<file path="src/rtl/micro_uart_rx_fifo.sv">
// UART receive FIFO: first-word-fall-through read side, sticky overflow and registered IRQ.
// Optional character-timeout IRQ is enabled by defining MICRO_UART_RX_TIMEOUT_EN.
module micro_uart_rx_fifo #(
    parameter int unsigned DEPTH_LOG2   = 4,
    parameter int unsigned DATA_W       = 8,
    parameter int unsigned TIMEOUT_CLKS = 640
) (
    input  logic                  clk,
    input  logic                  reset,
    input  logic                  rx_valid,
    input  logic [DATA_W-1:0]     rx_data,
    input  logic                  rd_en,
    output logic [DATA_W-1:0]     rd_data,
    output logic                  empty,
    output logic                  full,
    output logic [DEPTH_LOG2:0]   level,
    input  logic [DEPTH_LOG2:0]   threshold,
    output logic                  overflow,
    input  logic                  clr_overflow,
    output logic                  rx_timeout,
    output logic                  irq
);

    localparam int unsigned Depth = 2 ** DEPTH_LOG2;

    typedef logic [DEPTH_LOG2:0] ptr_t;

    logic [DATA_W-1:0] mem_q [Depth];
    ptr_t              wr_ptr_q, rd_ptr_q;
    ptr_t              level_next;
    logic              push, pop, drop;
    logic              overflow_q, overflow_d;
    logic              timeout_d;
    logic              irq_q, irq_d;

    // Extra pointer bit distinguishes full from empty.
    assign level = wr_ptr_q - rd_ptr_q;
    assign empty = (level == '0);
    assign full  = (level == ptr_t'(Depth));

    // A simultaneous pop frees the slot, so a push into a full FIFO is still taken.
    assign pop  = rd_en && !empty;
    assign push = rx_valid && (!full || rd_en);
    assign drop = rx_valid && full && !rd_en;

    assign level_next = level + ptr_t'(push) - ptr_t'(pop);
    assign rd_data    = empty ? '0 : mem_q[rd_ptr_q[DEPTH_LOG2-1:0]];

    assign overflow_d = drop || (overflow_q && !clr_overflow);
    assign overflow   = overflow_q;

    assign irq_d = ((threshold != '0) && (level_next >= threshold)) || overflow_d || timeout_d;
    assign irq   = irq_q;

`ifdef MICRO_UART_RX_TIMEOUT_EN
    logic [15:0] idle_q, idle_d;

    always_comb begin
        idle_d = idle_q;
        if (push || pop || empty) begin
            idle_d = '0;
        end else if (idle_q != 16'(TIMEOUT_CLKS)) begin
            idle_d = idle_q + 16'd1;
        end
    end

    assign rx_timeout = (idle_q == 16'(TIMEOUT_CLKS));
    assign timeout_d  = (idle_d == 16'(TIMEOUT_CLKS));

    always_ff @(posedge clk) begin
        if (reset) begin
            idle_q <= '0;
        end else begin
            idle_q <= idle_d;
        end
    end
`else
    assign rx_timeout = 1'b0;
    assign timeout_d  = 1'b0;
`endif

    always_ff @(posedge clk) begin
        if (push) begin
            mem_q[wr_ptr_q[DEPTH_LOG2-1:0]] <= rx_data;
        end
    end

    always_ff @(posedge clk) begin
        if (reset) begin
            wr_ptr_q   <= '0;
            rd_ptr_q   <= '0;
            overflow_q <= 1'b0;
            irq_q      <= 1'b0;
        end else begin
            if (push) begin
                wr_ptr_q <= wr_ptr_q + ptr_t'(1);
            end
            if (pop) begin
                rd_ptr_q <= rd_ptr_q + ptr_t'(1);
            end
            overflow_q <= overflow_d;
            irq_q      <= irq_d;
        end
    end

endmodule

</file>
<file path="config.mk">
export PLATFORM = sky130hd
export DESIGN_NAME = micro_uart_rx_fifo
export DESIGN_NICKNAME = d
export VERILOG_FILES = /design/src/rtl/micro_uart_rx_fifo.sv
export SDC_FILE = /design/constraint.sdc
export NUM_CORES = 1
export LEC_CHECK = 0
export ABC_AREA = 0
export BUFFER_PORTS_ARGS = -buffer_cell sky130_fd_sc_hd__clkbuf_2
export CORE_MARGIN = 2
export CORE_UTILIZATION = 30
export DETAILED_ROUTE_END_ITERATION = 16
export HOLD_SLACK_MARGIN = 0.12
export PLACE_DENSITY_LB_ADDON = 0.12
export SKIP_LAST_GASP = 1
export SYNTH_ARGS = -nofsm -noshare
export SYNTH_HDL_FRONTEND = slang
export SYNTH_SLANG_ARGS = --single-unit
</file>
<file path="constraint.sdc">
create_clock -name clk -period 4.8 [get_ports clk]
set_clock_uncertainty 0.05 [all_clocks]
set_input_delay 0.48 -clock clk [delete_from_list [all_inputs] [get_ports clk]]
set_output_delay 0.48 -clock clk [all_outputs]
set_load 0.05 [all_outputs]
</file>
Word-level counts from Yosys, hierarchy flattened
Memories as Yosys holds them, arrays and structs flattened. A register that Yosys moved wholly into a read port is not among the register bits.
Index checks and enable logic that the tools add are counted.
{ "word_totals": {"register_bits": 12, "mem_bits_rw": 128, "out_inout_bits": 18, "elab_cells": 32, "n_memories": 1} }
{ "memory_table": {"columns": ["name", "words", "word_bits", "read_ports", "rd_clocked_by_memory_dff", "wr", "line", "text"], "rows": [
  ["mem_q", 16, 8, 1, 1, 1, "28", "logic [DATA_W-1:0] mem_q [Depth];"]
]} }
{ "classes": {"add_sub_neg": 5, "n_lt_le_gt_ge": 1, "n_eq_ne": 1, "mux": 5, "reduce_logical": 15} }
{ "op_table": {"columns": ["op", "count"], "rows": [
  ["adder 5 x 1 -> 5 bit (second input constant)", 2],
  ["2-to-1 mux 4 bit", 2],
  ["2-to-1 mux 8 bit", 1],
  ["logical AND 1 bit", 6],
  ["adder 5 x 1 -> 5 bit", 1],
  ["equality test 5 bit (second input constant)", 1],
  [">= comparator 5 bit", 1],
  ["logical NOT 5 bit", 1],
  ["nonzero test 5 bit", 1],
  ["subtractor 5 x 1 -> 5 bit", 1],
  ["subtractor 5 bit", 1],
  ["logical NOT 1 bit", 4],
  ["logical OR 1 bit", 3],
  ["2-to-1 mux 1 bit", 2]
]} }

Longest topological paths before layout
{ "depth": {"word_depth": 10, "depth_mapped": 26, "ltp_nobuf": 26} }

Worst setup path before layout
Ideal clock, no wire load.
{ "synth_path": {"path_type": "reg-to-reg", "startpoint": "reg wr_ptr_q[0]", "endpoint": "reg irq_q, in the netlist irq", "setup_ns": 0.126, "arrival_time_ns": 5.089, "required_ns": 4.624, "setup_slack_ns": -0.465, "stages_incl_launch_ff": 25, "period_less_slack_ns": 5.265, "path_cell_list": "dfxtp_1 inv_1 ha_1 inv_1 a21o_1 a21oi_1 xnor2_1 inv_1 ha_1 nor4bb_1 and4_1 nor3b_4 inv_1 ha_1 inv_1 ha_1 fa_1 a21oi_1 nor2_1 nor2_1 xnor2_1 xnor2_1 ha_1 a2111oi_0 o21bai_1"} }
{ "synth_via": {"elab_chain_len": 10, "word_cells_on_any_way": 16} }
{ "synth_lines": {"columns": ["item", "line", "text"], "rows": [
  ["from (decl)", "29", "ptr_t wr_ptr_q, rd_ptr_q;"],
  ["from (signal assigned)", "96", "wr_ptr_q <= wr_ptr_q + ptr_t'(1);"],
  ["subtractor 5 bit *", "37", "assign level = wr_ptr_q - rd_ptr_q;"],
  ["named net level[3]", "16", "output logic [DEPTH_LOG2:0] level,"],
  ["equality test 5 bit", "39", "assign full = (level == ptr_t'(Depth));"],
  ["logical NOT 1 bit", "43", "assign push = rx_valid && (!full || rd_en);"],
  ["logical OR 1 bit", "43", null],
  ["logical AND 1 bit", "43", null],
  ["adder 5 x 1 -> 5 bit", "46", "assign level_next = level + ptr_t'(push) - ptr_t'(pop);"],
  ["subtractor 5 x 1 -> 5 bit", "46", null],
  [">= comparator 5 bit", "52", "assign irq_d = ((threshold != '0) && (level_next >= threshold)) || overflow_d || timeout_d;"],
  ["logical AND 1 bit", "52", null],
  ["logical OR 1 bit *", "52", null],
  ["to (signal assigned)", "102", "irq_q <= irq_d;"],
  ["to (decl)", "34", "logic irq_q, irq_d;"]
]} }
Mark *: on every way through the listed nets, which the timed path passes. The rest lies on a longest branch.
A chain may end at the register's enable or synchronous reset.

Worst setup path in the final report
{ "layout_path": {"startpoint": "reg rd_ptr_q[1]", "endpoint": "reg irq_q, in the netlist irq"} }
{ "layout_via": {"elab_chain_len": 10, "word_cells_on_any_way": 16} }
{ "layout_lines": {"columns": ["item", "line", "text"], "rows": [
  ["from (decl)", "29", null],
  ["from (signal assigned)", "99", "rd_ptr_q <= rd_ptr_q + ptr_t'(1);"],
  ["subtractor 5 bit *", "37", null],
  ["equality test 5 bit", "39", null],
  ["logical NOT 1 bit", "43", null],
  ["logical OR 1 bit", "43", null],
  ["logical AND 1 bit", "43", null],
  ["adder 5 x 1 -> 5 bit", "46", null],
  ["subtractor 5 x 1 -> 5 bit", "46", null],
  [">= comparator 5 bit", "52", null],
  ["logical AND 1 bit", "52", null],
  ["logical OR 1 bit *", "52", null]
]} }
Mark *: on every way between the ends. The rest lies on a longest branch, timed or not.

==> reports/results.ini <==
[global_route]
grt_pass1_wl_mm=21.2
grt_pass1_vias=3406
grt_start_max_net_pins=33
grt.total_usage=0.135
antenna_found_initial=0
overflow=0

[layout]
fin_nets=448
nFillCells=1963
drive_gt1_frac=0.304
fin_area_mm2=0.00764
multi_input_area_mm2=0.00204
synthToLayoutAreaGrowth_pct=20.7
fin_util=0.366
seq_area_mm2=0.00417
final_common_cell=edfxtp_1
num_antenna_cells=0
layout_common_cells=edfxtp_1, clkbuf_2, buf_4, mux4_1, inv_1

[clocking]
clock-root-buffer=clkbuf_16
cts.sinks=144
htreeDepth=4
cts_buffers=17
clk_pin_slew_ps=60
clk_path_buf_depth=2
clkLatencyLatePin_ps=410
cts_tree=yes
cts-hold-fix-buffers=0

[floorplanning]
start_util=0.303
fp.dieW_um=149
num_rows=53
die_area_mm2=0.0223
num_io_pins=36
die_y_um=149
fp.coreArea_mm2=0.0209

[route]
drt-total-wl_mm=14.0
dr.pass1.iters=4
wl_met2_mm=6.69
drt_iter0_drc=166
routedLengthMet1_mm=6.82
wl_per_cell_um=20.1
route.antenna.remaining_nets=0
vias=3226
avgViaCountPerCell=4.64
top_layer_used=met4
drc=0
wl_met3_um=347

[placed_design]
place_area_mm2=0.00695
io_buffers=34
hpwl_mm=9.06
gp_congestion=0.716

[pwr]
peakVddDrop_v=0.000495
power_density_mw_per_mm2=622
swShare=0.351
clkPwrFrac=0.300
total_power_mw=4.76
switching_power_mw=1.67
p_seq_frac=0.320
power.share.combinational=0.380
p_leak_nw=2.69
intPower_mw=3.09

[timing]
tightest_slew_ps=1120
fin_hold_ws_ps=303
fin_crit_sh=0.917
rsz0062_at_grt=false
setup-tns-final_ps=0
max_freq_mhz=227
final-setup-viol-count=0
report.final.slew_viol_count=0
hold_viol=0
max-slew-margin-rel=0.254
finalCriticalPeriod_ps=4400

[logic_synthesis]
syn_area_mm2=0.00633
synth_ff_type=edfxtp_1
synth_top_family_by_area=multiplexers
synthAdderAreaFrac=0.0458
synthSimpleGateAreaFrac=0.0638
synth-seq-cells=144
synth-xor-area-share=0.0152
synth_cell_types=48
avgSynthCellArea_um2=18.4
synthArstFlopShare=0
synth_edf_count=128
muxShareOfSynthArea=0.161
ys_seq_area_frac=0.657
synth_fp_nets=384
synthesis.instances=344
synth-warning-count=0
synth_compound_area_frac=0.0253

[worst_setup_path]
cp.required_ps=5090
crit_path_end_kind=flip-flop
reg2reg_from=rd_ptr_q[1]
arrival_ps=4700
critPathKind=flip-flop to flip-flop
rrSetupSlack_ps=400
crit_fanout=4
reg2reg_to=irq
r2r.worst_path.cells=25
crit_path_start_kind=flip-flop

[worst_hold_path]
hold_start=clr_overflow
hold_path_depth=3
hp-class=input port to flip-flop
worstHoldEndpoint=overflow

[flow_run]
drv_cap=0

[outcome]
status=finished, final reports clean

[worst max path at each step]
| stage | startpoint | end | slack [ps] | depth (start not counted) |
|---|---|---|---|---|
| after floorplan | rd_ptr_q[1] | irq | 40 | 23 |
| after global placement | rd_ptr_q[1] | irq | 220 | 23 |
| after detailed placement | rd_ptr_q[1] | irq | 100 | 23 |
| after CTS | rd_ptr_q[1] | irq | 70 | 23 |
| after global routing | rd_ptr_q[1] | irq | 5 | 25 |
| final | rd_ptr_q[1] | irq | 400 | 25 |
[area by class of cell]
class,count,share of cell area
Timing Repair Buffer,59,0.0468
Inverter,23,0.0113
Clock inverter,13,0.0275
Multi-Input combinational cell,163,0.267
Clock buffer,19,0.0566
Sequential cell,144,0.545
Tap cell,275,0.0450
[repair_timing]
action,in CTS,in global routing
setup buffers,0,1
endpoints found under the setup margin,0,1
resized for setup,0,10
[power by group through the flow]
stage / combinational [mW] / clock [mW] / sequential, mW
6_report: 1.81 / 1.43 / 1.52
5_1_grt: 1.99 / 1.51 / 1.54
3_5_place_dp: 1.76 / 0 / 1.56
2_1_floorplan: 1.44 / 0 / 1.47
4_1_cts: 1.77 / 1.46 / 1.53
3_3_place_gp: 1.75 / 0 / 1.55
[cell families (layout without fill, tap and decap cells)]
group           Yosys count  in the layout
buf+inv                  37            114
flops                   144            144
compound gates           24             24
fa+ha+maj                22             22
xor+xnor                 11             11
other cells               1              1
simple gates             62             62
mux                      43             43
[state kept, by name, indices dropped and copies added (netlist names), named ones only]
signal    cells
mem_q       128
rd_ptr_q      5
wr_ptr_q      5
irq           1
overflow      1
[cells in the mapped netlist (2+ instances only)]
cell,number,area (um2)
nand2_1,6,22.5
mux4_1,24,631
xor2_1,4,35.0
a21oi_1,10,50.1
nor2_1,21,78.8
fa_1,2,40.0
clkbuf_1,4,15.0
edfxtp_1,128,3840
mux2i_1,2,20.0
buf_4,2,15.0
inv_1,23,86.3
o21ai_0,3,15.0
nor3_1,5,25.0
nand2b_1,3,18.8
nor2b_4,8,110
nand3_1,3,15.0
dfxtp_1,16,320
mux4_2,16,360
a21o_1,4,30.0
and3_1,2,12.5
or3_1,2,12.5
ha_1,20,250
buf_8,2,30.0
xnor2_1,7,61.3
buf_1,4,15.0
[worst max-delay path: stages, from the launching register on]
cell and delay, ps:
dfxtp_2 350, inv_1 70, ha_1 260, a21o_1 200
a21oi_4 180, xnor2_4 150, inv_1 80, ha_1 190
nor4bb_1 140, and4_2 270, nor3b_4 180, inv_1 70
ha_1 270, inv_1 40, ha_1 200, fa_2 360
a21oi_1 130, nor2_1 50, nor2_1 100, xnor2_1 140
xnor2_1 100, ha_1 270, o21ai_0 70, a21oi_1 140
o21ai_0 100, o21bai_1 140
[through the flow]
stage / worst slack, ps / cells
6_report: 397 / 696
5_1_grt: 4.81 / 696
4_1_cts: 73.1 / 695
3_5_place_dp: 95.7 / 663
3_3_place_gp: 223 / 663
2_1_floorplan: 43.9 / 344
[per-layer routing]
| layer | vias to the layer above | track usage |
|---|---|---|
| li1 | 1493 | - |
| met1 | 1678 | 0.186 |
| met2 | 45 | 0.214 |
| met3 | 10 | 0.0306 |
| met4 | 0 | 0.0386 |
| met5 | - | 0 |
No activity file was read; power rests on OpenSTA's default activity.
